==> config.mk <==
export PLATFORM = sky130hd
export DESIGN_NAME = apb2axi_cpl_arbiter_flat
export DESIGN_NICKNAME = d
export VERILOG_FILES = /design/src/rtl/apb2axi_cpl_arbiter_if.sv /design/src/rtl/apb2axi_cpl_arbiter.sv /design/src/flat_wrapper.sv
export SDC_FILE = /design/constraint.sdc
export NUM_CORES = 1
export LEC_CHECK = 0
export ABC_CLOCK_PERIOD_IN_PS = 2450
export CORE_MARGIN = 2
export CORE_UTILIZATION = 50
export DETAILED_ROUTE_END_ITERATION = 10
export GPL_TIMING_DRIVEN = 0
export PLACE_DENSITY = 0.84
export SYNTH_ARGS = -nofsm -noshare
export SYNTH_HDL_FRONTEND = slang
export SYNTH_SLANG_ARGS = --single-unit
==> constraint.sdc <==
create_clock -name aclk -period 2.45 [get_ports aclk]
set_clock_uncertainty 0.1 [all_clocks]
set_input_delay 0.49 -clock aclk [delete_from_list [all_inputs] [get_ports aclk]]
set_output_delay 0.49 -clock aclk [all_outputs]
set_load 0.01 [all_outputs]
==> src/rtl/apb2axi_cpl_arbiter_if.sv <==
// Completion-arbiter bus: read/write completion producers in, completion FIFO push port out,
// plus per-source queue occupancy.
interface apb2axi_cpl_arbiter_if #(
  parameter int TAG_W        = 4,
  parameter int COMPLETION_W = TAG_W + 12,
  parameter int QDEPTH       = 2
);
  localparam int LVL_W = $clog2(QDEPTH + 1);

  logic                    rd_cpl_valid;
  logic [COMPLETION_W-1:0] rd_cpl_data;
  logic                    rd_cpl_ready;
  logic                    wr_cpl_valid;
  logic [COMPLETION_W-1:0] wr_cpl_data;
  logic                    wr_cpl_ready;
  logic                    cpl_push_valid;
  logic [COMPLETION_W-1:0] cpl_push_data;
  logic                    cpl_push_ready;
  logic [LVL_W-1:0]        rd_q_level;
  logic [LVL_W-1:0]        wr_q_level;

  modport master (
    output rd_cpl_valid, rd_cpl_data, wr_cpl_valid, wr_cpl_data, cpl_push_ready,
    input  rd_cpl_ready, wr_cpl_ready, cpl_push_valid, cpl_push_data, rd_q_level, wr_q_level
  );

  modport slave (
    input  rd_cpl_valid, rd_cpl_data, wr_cpl_valid, wr_cpl_data, cpl_push_ready,
    output rd_cpl_ready, wr_cpl_ready, cpl_push_valid, cpl_push_data, rd_q_level, wr_q_level
  );
endinterface

==> src/rtl/apb2axi_cpl_arbiter.sv <==
// Merges read/write completion records into one FIFO push port; QDEPTH-deep queue per source.
// Latency: accepted at edge N, visible at the output after edge N+1; one record/cycle sustained.
// Backpressure: output held while not ready, queues fill, src_ready drops at full. APB2AXI_CPL_WR_PRIO_EN: writes win ties.
module apb2axi_cpl_arbiter #(
  parameter int TAG_W        = 4,
  parameter int COMPLETION_W = TAG_W + 12,
  parameter int QDEPTH       = 2
) (
  input  logic                  aclk,
  input  logic                  aresetn,
  apb2axi_cpl_arbiter_if.slave  bus
);
  localparam int PTR_W = $clog2(QDEPTH);
  localparam int LVL_W = $clog2(QDEPTH + 1);
  localparam logic [LVL_W-1:0] FULL = LVL_W'(QDEPTH);

  typedef logic [COMPLETION_W-1:0] cpl_t;

  cpl_t             rq_mem [QDEPTH];
  cpl_t             wq_mem [QDEPTH];
  logic [PTR_W-1:0] rq_wptr, rq_rptr, wq_wptr, wq_rptr;
  logic [LVL_W-1:0] rq_lvl, wq_lvl;
  logic             out_vld;
  cpl_t             out_dat;

  logic rq_push, wq_push, rq_pop, wq_pop;
  logic rq_ne, wq_ne, can_load;

  // Ready looks only at the registered level: a same-cycle pop never frees a slot early.
  assign bus.rd_cpl_ready   = (rq_lvl != FULL);
  assign bus.wr_cpl_ready   = (wq_lvl != FULL);
  assign bus.rd_q_level     = rq_lvl;
  assign bus.wr_q_level     = wq_lvl;
  assign bus.cpl_push_valid = out_vld;
  assign bus.cpl_push_data  = out_dat;

  assign rq_push  = bus.rd_cpl_valid && bus.rd_cpl_ready;
  assign wq_push  = bus.wr_cpl_valid && bus.wr_cpl_ready;
  assign rq_ne    = (rq_lvl != '0);
  assign wq_ne    = (wq_lvl != '0);
  assign can_load = !out_vld || bus.cpl_push_ready;

`ifdef APB2AXI_CPL_WR_PRIO_EN
  always_comb begin
    wq_pop = can_load && wq_ne;
    rq_pop = can_load && rq_ne && !wq_ne;
  end
`else
  typedef enum logic {GNT_READ, GNT_WRITE} gnt_e;
  gnt_e last_grant;

  always_comb begin
    rq_pop = 1'b0;
    wq_pop = 1'b0;
    if (can_load) begin
      if (rq_ne && wq_ne) begin
        rq_pop = (last_grant == GNT_WRITE);
        wq_pop = (last_grant == GNT_READ);
      end else begin
        rq_pop = rq_ne;
        wq_pop = wq_ne;
      end
    end
  end

  always_ff @(posedge aclk) begin
    if (!aresetn)    last_grant <= GNT_WRITE;
    else if (rq_pop) last_grant <= GNT_READ;
    else if (wq_pop) last_grant <= GNT_WRITE;
  end
`endif

  // Storage needs no reset: only slots between the reset pointers are ever read.
  always_ff @(posedge aclk) begin
    if (rq_push) rq_mem[rq_wptr] <= bus.rd_cpl_data;
    if (wq_push) wq_mem[wq_wptr] <= bus.wr_cpl_data;
  end

  always_ff @(posedge aclk) begin
    if (!aresetn) begin
      rq_wptr <= '0;
      rq_rptr <= '0;
      wq_wptr <= '0;
      wq_rptr <= '0;
      rq_lvl  <= '0;
      wq_lvl  <= '0;
      out_vld <= 1'b0;
      out_dat <= '0;
    end else begin
      if (rq_push) rq_wptr <= rq_wptr + 1'b1;
      if (rq_pop)  rq_rptr <= rq_rptr + 1'b1;
      if (wq_push) wq_wptr <= wq_wptr + 1'b1;
      if (wq_pop)  wq_rptr <= wq_rptr + 1'b1;
      rq_lvl <= rq_lvl + LVL_W'(rq_push) - LVL_W'(rq_pop);
      wq_lvl <= wq_lvl + LVL_W'(wq_push) - LVL_W'(wq_pop);
      if (can_load) begin
        out_vld <= rq_pop || wq_pop;
        if (rq_pop)      out_dat <= rq_mem[rq_rptr];
        else if (wq_pop) out_dat <= wq_mem[wq_rptr];
      end
    end
  end
endmodule
==> src/flat_wrapper.sv <==
// flat-port wrapper written by rule: the top's interface ports become plain ports
module apb2axi_cpl_arbiter_flat 
#(
  parameter int TAG_W        = 4,
  parameter int COMPLETION_W = TAG_W + 12,
  parameter int QDEPTH       = 2
)
  (aclk, aresetn, bus_rd_cpl_valid, bus_rd_cpl_data, bus_wr_cpl_valid, bus_wr_cpl_data, bus_cpl_push_ready, bus_rd_cpl_ready, bus_wr_cpl_ready, bus_cpl_push_valid, bus_cpl_push_data, bus_rd_q_level, bus_wr_q_level);
  apb2axi_cpl_arbiter_if #(.TAG_W(TAG_W), .COMPLETION_W(COMPLETION_W), .QDEPTH(QDEPTH)) bus_i ();
  input  logic aclk;
  input  logic aresetn;
  input wire logic [$bits(bus_i.rd_cpl_valid)-1:0] bus_rd_cpl_valid;
  input wire logic [$bits(bus_i.rd_cpl_data)-1:0] bus_rd_cpl_data;
  input wire logic [$bits(bus_i.wr_cpl_valid)-1:0] bus_wr_cpl_valid;
  input wire logic [$bits(bus_i.wr_cpl_data)-1:0] bus_wr_cpl_data;
  input wire logic [$bits(bus_i.cpl_push_ready)-1:0] bus_cpl_push_ready;
  output wire logic [$bits(bus_i.rd_cpl_ready)-1:0] bus_rd_cpl_ready;
  output wire logic [$bits(bus_i.wr_cpl_ready)-1:0] bus_wr_cpl_ready;
  output wire logic [$bits(bus_i.cpl_push_valid)-1:0] bus_cpl_push_valid;
  output wire logic [$bits(bus_i.cpl_push_data)-1:0] bus_cpl_push_data;
  output wire logic [$bits(bus_i.rd_q_level)-1:0] bus_rd_q_level;
  output wire logic [$bits(bus_i.wr_q_level)-1:0] bus_wr_q_level;
  assign bus_i.rd_cpl_valid = bus_rd_cpl_valid;
  assign bus_i.rd_cpl_data = bus_rd_cpl_data;
  assign bus_i.wr_cpl_valid = bus_wr_cpl_valid;
  assign bus_i.wr_cpl_data = bus_wr_cpl_data;
  assign bus_i.cpl_push_ready = bus_cpl_push_ready;
  assign bus_rd_cpl_ready = bus_i.rd_cpl_ready;
  assign bus_wr_cpl_ready = bus_i.wr_cpl_ready;
  assign bus_cpl_push_valid = bus_i.cpl_push_valid;
  assign bus_cpl_push_data = bus_i.cpl_push_data;
  assign bus_rd_q_level = bus_i.rd_q_level;
  assign bus_wr_q_level = bus_i.wr_q_level;
  apb2axi_cpl_arbiter #(.TAG_W(TAG_W), .COMPLETION_W(COMPLETION_W), .QDEPTH(QDEPTH)) u_core (.aclk(aclk), .aresetn(aresetn), .bus(bus_i));
endmodule
==> results of run 1 <==
metal layers:
metal | up-vias | track usage | routed length (um)
met5 | - | 0 | 0
met4 | 0 | 0.0868 | 129
met3 | 10 | 0.0354 | 288
met2 | 51 | 0.294 | 3320
met1 | 1013 | 0.233 | 2870
li1 | 1007 | - | -
sequential cells by signal (all words and copies together), names as in the netlist, 2 cells and up, named ones only:
name and flops:
u_core.bus.cpl_push_data 16, u_core.wq_mem 32, u_core.bus.rd_q_level 2, u_core.bus.wr_q_level 2, u_core.rq_mem 32
worst max-delay path: cells and delay by family:
kind / cells / cell delay [ps]
buf+inv: 3 / 660
fa+ha+maj: 2 / 460
xor+xnor: 2 / 290
simple gates: 3 / 580
area by class of cell:
cell class	count	area (um2)
multi-input combinational	124	981
sequential	92	2480
buffer	10	63.8
inverter	7	26.3
fill	489	2320
clock inverter	7	98.8
clock buffer	9	124
tap	96	120
timing repair buffer	62	613
layout by cell type (no fill, tap or decap), types with 3 or more instances in the layout:
cell type	n
inv_1	7
mux2i_1	16
a211oi_2	9
o21ai_0	11
clkdlybuf4s50_1	59
and2_1	10
buf_2	3
dfxtp_1	28
xnor2_1	7
buf_4	7
o211ai_1	5
edfxtp_1	64
nor2_1	14
nand2_1	4
mux2_2	16
ha_1	4
clkbuf_8	9
nand3_1	10
cell families after synthesis:
group | synth area share
compound gates | 0.0754
xor+xnor | 0.0197
fa+ha+maj | 0.0141
buf+inv | 0.0254
flops | 0.699
mux | 0.0958
simple gates | 0.0705
through the flow:
step	instances	hold slack [ps]	worst slack (ps)
2_1_floorplan	233	398	295
3_3_place_gp	388	393	-302
3_5_place_dp	388	390	-337
4_1_cts	404	403	20.6
5_1_grt	407	431	-6.07
6_report	407	402	121
report_power, final:
part	switching (mW)	internal [mW]	leakage (nW)
registers	0.172	2.03	0.830
clock network	0.537	0.582	0.110
logic	0.875	0.879	0.641
total	1.58	3.49	1.58
worst paths after layout:
| kind | startpoint | to | slack, ps | cells after the start |
|---|---|---|---|---|
| min | u_core.bus.cpl_push_data[8]$_SDFFE_PN0P_ | u_core.bus.cpl_push_data[8]$_SDFFE_PN0P_ | 400 | 2 |
| max | bus_cpl_push_ready | u_core.bus.wr_q_level[1]$_SDFF_PN0_ | 120 | 10 |
| max reg2reg | u_core.bus.rd_q_level[1]$_SDFF_PN0_ | u_core.bus.wr_q_level[1]$_SDFF_PN0_ | 240 | 9 |
| min reg2reg | u_core.bus.cpl_push_data[8]$_SDFFE_PN0P_ | u_core.bus.cpl_push_data[8]$_SDFFE_PN0P_ | 400 | 2 |
timing repair:
item | CTS | global route
hold buffers | 0 | 0
setup buffers | 0 | 3
setup endpoints to repair | 0 | 1
==> summary.md, run 1 <==
| Metric | Value |
|---|---|
| Layout cells sized above 1 | 0.180 |
| Final setup violation count | 0 |
| Yosys Warn Count | 0 |
| Initial Util | 0.520 |
| Initial antenna violation count | 0 |
| Cell Area, Placed | between 4000 and 5000 um2 |
| Min Tclk post-route | ~2300 ps |
| Hold WC Path Type | reg -> reg |
| Core Util, Final | 0.660 |
| Syn nets | ~270 |
| Async set-reset flop share out of synthesis | 0 |
| Arrival time worst endpoint | between 2000 and 2500 ps |
| Cell Area, Synth | ~3600 um2 |
| Worst skew pair latency | about 360 ps |
| Final ANT Viol Nets | 0 |
| Site row count | 30 |
| CTS resizes | 0 |
| Area growth syn-to-layout | 27.0% |
| Post-synth EDFFs | 64 |
| Root Buffer | clkbuf_8 |
| Ports | 60 |
| Post-Route WL | about 6600 um |
| Core Region | roughly 6800 um2 |
| Overflow after GRT | 0 |
| Worst Tran Pin Value | 1310 ps |
| MaxCap Viol Count | 0 |
| Synth top area cells | edfxtp_1 54%, dfxtp_1 16%, mux2_2 5.1% |
| Clk sinks | 92 |
| Input/output buffers | 59 |
| First-pass GRT wire length | just over 10000 um |
| Post-Syn Instances | between 200 and 250 |
| Horiz. Die Dim | ~88 um |
| Detailed placement HPWL | about 4800 um |
| Most common cell in the netlist | edfxtp_1 |
| Final instance area | 4510 um2 |
| Post-synth top area share | 0.541 |
| Worst-path clk slew | ~90 ps |
| Die area | ~7800 um2 |
| Largest net degree at the start of global routing | 17 |
| Peak Freq | 429 MHz |
| Initial DRC count | 162 |
| Fin. max-slew vios | 0 |
| Gp weighted congestion | ~0.76 |
| Critical path type | in -> reg |
| WL/cell | about 16 um |
| Slew Limit Headroom | 0.126 |
| Crit share post-route | 0.950 |
| Synth Flop Type | edfxtp_1 |
| Peak VDD IR | about 0.53 mV |
| CTS Buf Count | 9 |
| Outcome | finished clean |
| DRT Pass-1 Iters | 4 |
| DIE HEIGHT | around 90 um |
| Nets | ~350 |
| # DRC | 0 |
| Setup TNS | 0 ps |
| Vias/cell | ~5.1 |
| Via Count | about 2100 |
| Max stage delay on crit path | between 400 and 500 ps |
| Crit Path Max Fanout | 10 |
| Design Power | a little over 5 mW |
| Register bit count reported by yosys | 92 |
| Hold Vio Cnt, Final | 0 |
| CP max-delay cell | clkdlybuf4s50_1 |
| CTS tree | built |
| Critical Path RT | between 2000 and 3000 ps |
| Antenna cells | 0 |
| Avg Inst Size Synth | approximately 15 um2 |
| Sequential area share after synthesis | 0.699 |
| Post-synth top cells | 64 x edfxtp_1, 28 x dfxtp_1, 16 x mux2_2, 16 x mux2i_1, 15 x nor2_1 |
| Cell taking the most area after synthesis | edfxtp_1 |
| Number of global-route vias before repair | between 2000 and 2500 |
| Synth cell types | 32 |
| Leakage | ~1.6 nW |
| CP Cell Sequence | clkdlybuf4s50_1 > nor2b_1 > nor3_4 > buf_4 > ha_1 > inv_1 > ha_1 > xnor2_1 > xnor2_1 > and2_1 |
| Pwr per Cell Area | roughly 1100 nW/um2 |
| CTS max path bufs | 2 |
| All-layer global routing usage | 0.180 |
| Crit start category | primary input |
| Worst setup EP type | flop |
| H-tree lvl count | 3 |
Note: power is estimated with default switching activity, not from simulation.
==> inputs of run 2 (changes only) <==
--- a/config.mk
+++ b/config.mk
@@ -5,12 +5,14 @@
 export SDC_FILE = /design/constraint.sdc
 export NUM_CORES = 1
 export LEC_CHECK = 0
+export ABC_AREA = 1
 export ABC_CLOCK_PERIOD_IN_PS = 2450
-export CORE_MARGIN = 2
+export CORE_ASPECT_RATIO = 1.75
+export CORE_MARGIN = 1.5
 export CORE_UTILIZATION = 50
 export DETAILED_ROUTE_END_ITERATION = 10
 export GPL_TIMING_DRIVEN = 0
-export PLACE_DENSITY = 0.84
+export PLACE_DENSITY = 0.83
 export SYNTH_ARGS = -nofsm -noshare
 export SYNTH_HDL_FRONTEND = slang
 export SYNTH_SLANG_ARGS = --single-unit
==> run 2 against run 1 <==
Non-clock buffer count grew 1. Area after synthesis grew 7.1%. Wire length grew 16%. Maximum frequency grew 3.8%. Total power grew 11%. Global-route usage grew 3.3 points. Critical endpoint is now u_core.bus.rd_q_level[1]$_SDFF_PN0_.
==> summary.md, run 2 <==
| Metric | Value |
|---|---|
| Outcome | finished clean |
| Crit start category | primary input |
| Nets | about 500 |
| Launching point of the worst reg2reg path | u_core.bus.rd_q_level[0]$_SDFF_PN0_ |
| Layout cells sized above 1 | 0.0832 |
| Slew Limit Headroom | 0.154 |
| Post-synth EDFFs | 64 |
| MaxCap Viol Count | 0 |
| Final setup violation count | 0 |
| Arrival time worst endpoint | ~2400 ps |
| Largest net degree at the start of global routing | 18 |
| CP max-delay cell | clkdlybuf4s50_1 |
| Post-synth top cells | 107 x nand2_1, 64 x edfxtp_1, 45 x inv_1 |
| CTS tree | built |
| Crit share post-route | 0.916 |
| Critical R2R Capture | u_core.rq_mem[0][0]$_DFFE_PP_ |
| DIE HEIGHT | about 120 um |
| Worst hold path startpoint | aresetn |
| Fin. max-slew vios | 0 |
| Peak Freq | between 400 and 500 MHz |
| Met3 wire length | roughly 330 um |
| Antenna cells | 0 |
| Die area | 8160 um2 |
| Initial DRC count | about 180 |
| FF-to-FF setup slack | ~400 ps |
| Initial antenna violation count | 0 |
| Avg Inst Size Synth | around 10 um2 |
| Detailed placement HPWL | 5550 um |
| Synth top area cells | edfxtp_1 51%, dfxtp_1 15%, nand2_1 11% |
| Vias/cell | just under 5 |
| All-layer global routing usage | 0.213 |
| Post-Syn Instances | around 380 |
| Hold Vio Cnt, Final | 0 |
| Crit Path Max Fanout | 10 |
| Ports | 60 |
| Post-Route WL | ~7700 um |
| Final ANT Viol Nets | 0 |
| Number of global-route vias before repair | around 2800 |
| Endpoint, Worst Hold | u_core.bus.cpl_push_data[15]$_SDFFE_PN0P_ |
| First-pass GRT wire length | about 13000 um |
| FILL cells | around 580 |
| Most frequent cells in the layout | 107 x nand2_1, 64 x edfxtp_1, 58 x clkdlybuf4s50_1 |
| Input/output buffers | between 50 and 60 |
| Gp weighted congestion | about 0.81 |
| CTS Buf Count | 9 |
| Site row count | 41 |
| Synth cell types | 22 |
| Peak VDD IR | around 0.66 mV |
| Min Tclk post-route | between 2000 and 2500 ps |
| Core Util, Final | 0.656 |
| WL/cell | between 10 and 15 um |
| # DRC | 0 |
| Worst Tran Pin Value | 1260 ps |
| DR WL met2 | ~4300 um |
| Worst r2r path cells | 4 |
| Most common cell in the netlist | nand2_1 |
| Synth Flop Type | edfxtp_1 |
| Root Buffer | clkbuf_16 |
| Async set-reset flop share out of synthesis | 0 |
| Syn nets | between 400 and 500 |
| CTS resizes | 0 |
| Core Region | around 7300 um2 |
| Worst skew pair latency | roughly 340 ps |
| CP Cell Sequence | clkdlybuf4s50_1 > inv_1 > nand2_1 > nand2_4 > nor2_4 > buf_6 > ha_1 > inv_1 > ha_1 > xnor2_1 > o21ai_0 > a21oi_1 |
| Yosys Warn Count | 0 |
| Clk sinks | 92 |
| Worst setup EP type | flop |
| WL met1 | 2790 um |
| Max stage delay on crit path | around 470 ps |
| Design Power | around 5.7 mW |
| Hold WC Path Type | in -> reg |
| Top Layer Used | met4 |
| Commonest non-fill, non-tap cell in the layout | nand2_1 |
| Critical path type | in -> reg |
| Unrepaired setup endpoints after global routing | false |
| Hold path cells | 5 |
| H-tree lvl count | 3 |
| Hold-fix buffers, CTS | 0 |
| Cell Area, Synth | roughly 3800 um2 |
| Register bit count reported by yosys | 92 |
| Via Count | approximately 2700 |
| Worst-path clk slew | around 60 ps |
| Critical Path RT | ~2600 ps |
| CTS max path bufs | 2 |
| Post-synth top area share | 0.505 |
| Pwr per Cell Area | roughly 1200 nW/um2 |
| Initial Util | 0.522 |
| DRT Pass-1 Iters | 5 |
| Area growth syn-to-layout | 25.7% |
| Horiz. Die Dim | 68.9 um |
| Cell taking the most area after synthesis | edfxtp_1 |
| Leakage | between 2 and 2.5 nW |
| Overflow after GRT | 0 |
| Post-CTS Repair Setup Buffers | 0 |
| Sequential area share after synthesis | 0.653 |
-- run 2: cell types whose count changed in the layout (fill, tap and decap cells not counted), sizes merged, moves of 3 or more --
| cell | before | now |
|---|---|---|
| o211ai | 5 | 0 |
| nand2 | 4 | 113 |
| nand3b | 0 | 7 |
| a211oi | 11 | 0 |
| nand3 | 10 | 23 |
| mux2 | 16 | 0 |
| a21oi | 1 | 4 |
| mux2i | 16 | 0 |
| inv | 9 | 48 |
| and2 | 10 | 0 |
| clkbuf | 11 | 17 |
| nor2 | 16 | 45 |
| o21ai | 12 | 30 |
| xnor2 | 7 | 2 |
-- run 2: how the worst max path moves through the flow --
stage,startpoint,end,slack [ps],depth (start not counted)
after floorplan,bus_cpl_push_ready,u_core.bus.rd_q_level[1]$_SDFF_PN0_,480,11
after detailed placement,bus_wr_cpl_valid,u_core.wq_mem[1][7]$_DFFE_PP_,-210,3
final,bus_cpl_push_ready,u_core.bus.rd_q_level[1]$_SDFF_PN0_,210,12
after global placement,bus_wr_cpl_valid,u_core.wq_mem[1][12]$_DFFE_PP_,-160,3
after global routing,bus_cpl_push_ready,u_core.bus.rd_q_level[1]$_SDFF_PN0_,10,12
after CTS,bus_wr_cpl_valid,u_core.wq_mem[0][10]$_DFFE_PP_,110,3
-- run 2: worst max-delay path: cells and delay by family --
kind / cells / cell delay (ps)
AO/OA/AOI/OAI: 2 / 240
XOR/XNOR: 1 / 150
adder cells (fa/ha/maj): 2 / 370
buffers and inverters: 4 / 720
AND/OR/NAND/NOR: 3 / 450
-- run 2: cell families after synthesis --
family | share of synthesized area
AND/OR/NAND/NOR | 0.212
flip-flops | 0.653
buffers and inverters | 0.0720
AO/OA/AOI/OAI | 0.0457
adder cells (fa/ha/maj) | 0.0132
XOR/XNOR | 0.00461
-- run 2: layout make-up --
type	instances	area [um2]	area share
plain buffers	14	93.8	0.0196
clock buffers	15	268	0.0560
clock inverters	1	7.51	0.00157
inverters	48	180	0.0377
multi-input cells	228	1050	0.220
flip-flops and latches	92	2480	0.519
well taps	86	108	0.0225
repair buffers	59	588	0.123
-- run 2: power breakdown --
part           internal (mW)  leakage, nW  switching [mW]  total (mW)
Combinational          0.905         1.08            1.29        2.20
Clock                  0.745        0.130           0.544        1.29
Sequential              2.01        0.829           0.156        2.17
Total                   3.66         2.04            1.99        5.65
-- run 2: routing by layer --
layer | GRT usage | vias to the layer above
met4 | 0.110 | 0
met5 | 0 | -
met1 | 0.232 | 1227
li1 | - | 1369
met3 | 0.0542 | 21
met2 | 0.364 | 80
-- run 2: per-stage QoR --
step / hold slack (ps) / setup TNS [ps] / std cells / worst slack, ps / cell area (um2)
final: 414 / 0 / 543 / 206 / 4780
after global routing: 449 / 0 / 543 / 10.8 / 4780
after CTS: 411 / 0 / 542 / 112 / 4770
after detailed placement: 396 / -10160 / 526 / -214 / 4490
after global placement: 377 / -5130 / 526 / -158 / 4490
after floorplan: 366 / 0 / 382 / 481 / 3800
==> inputs of run 3 (changes only) <==
--- a/config.mk
+++ b/config.mk
@@ -6,7 +6,7 @@
 export NUM_CORES = 1
 export LEC_CHECK = 0
 export ABC_AREA = 1
-export ABC_CLOCK_PERIOD_IN_PS = 2450
+export ABC_CLOCK_PERIOD_IN_PS = 2700
 export CORE_ASPECT_RATIO = 1.75
 export CORE_MARGIN = 1.5
 export CORE_UTILIZATION = 50
==> constraint.sdc (replaced) <==
create_clock -name aclk -period 2.7 [get_ports aclk]
set_clock_uncertainty 0.1 [all_clocks]
set_input_delay 0.54 -clock aclk [delete_from_list [all_inputs] [get_ports aclk]]
set_output_delay 0.54 -clock aclk [all_outputs]
set_load 0.01 [all_outputs]
==> results of run 3 <==
Same layout as run 2 (identical final DEF). Status: finished clean.
Among the figures that moved: setup slack after placement -214 ps -> -14.4 ps; setup slack after layout 206 ps -> 406 ps; hold slack 414 ps -> 418 ps; register-to-register setup slack 400 ps -> 650 ps; end point of the worst hold path u_core.bus.cpl_push_data[15]$_SDFFE_PN0P_ -> u_core.rq_rptr$_SDFFE_PN0P_; total power 5.65 mW -> 5.13 mW; worst IR drop on VDD 0.656 mV -> 0.595 mV
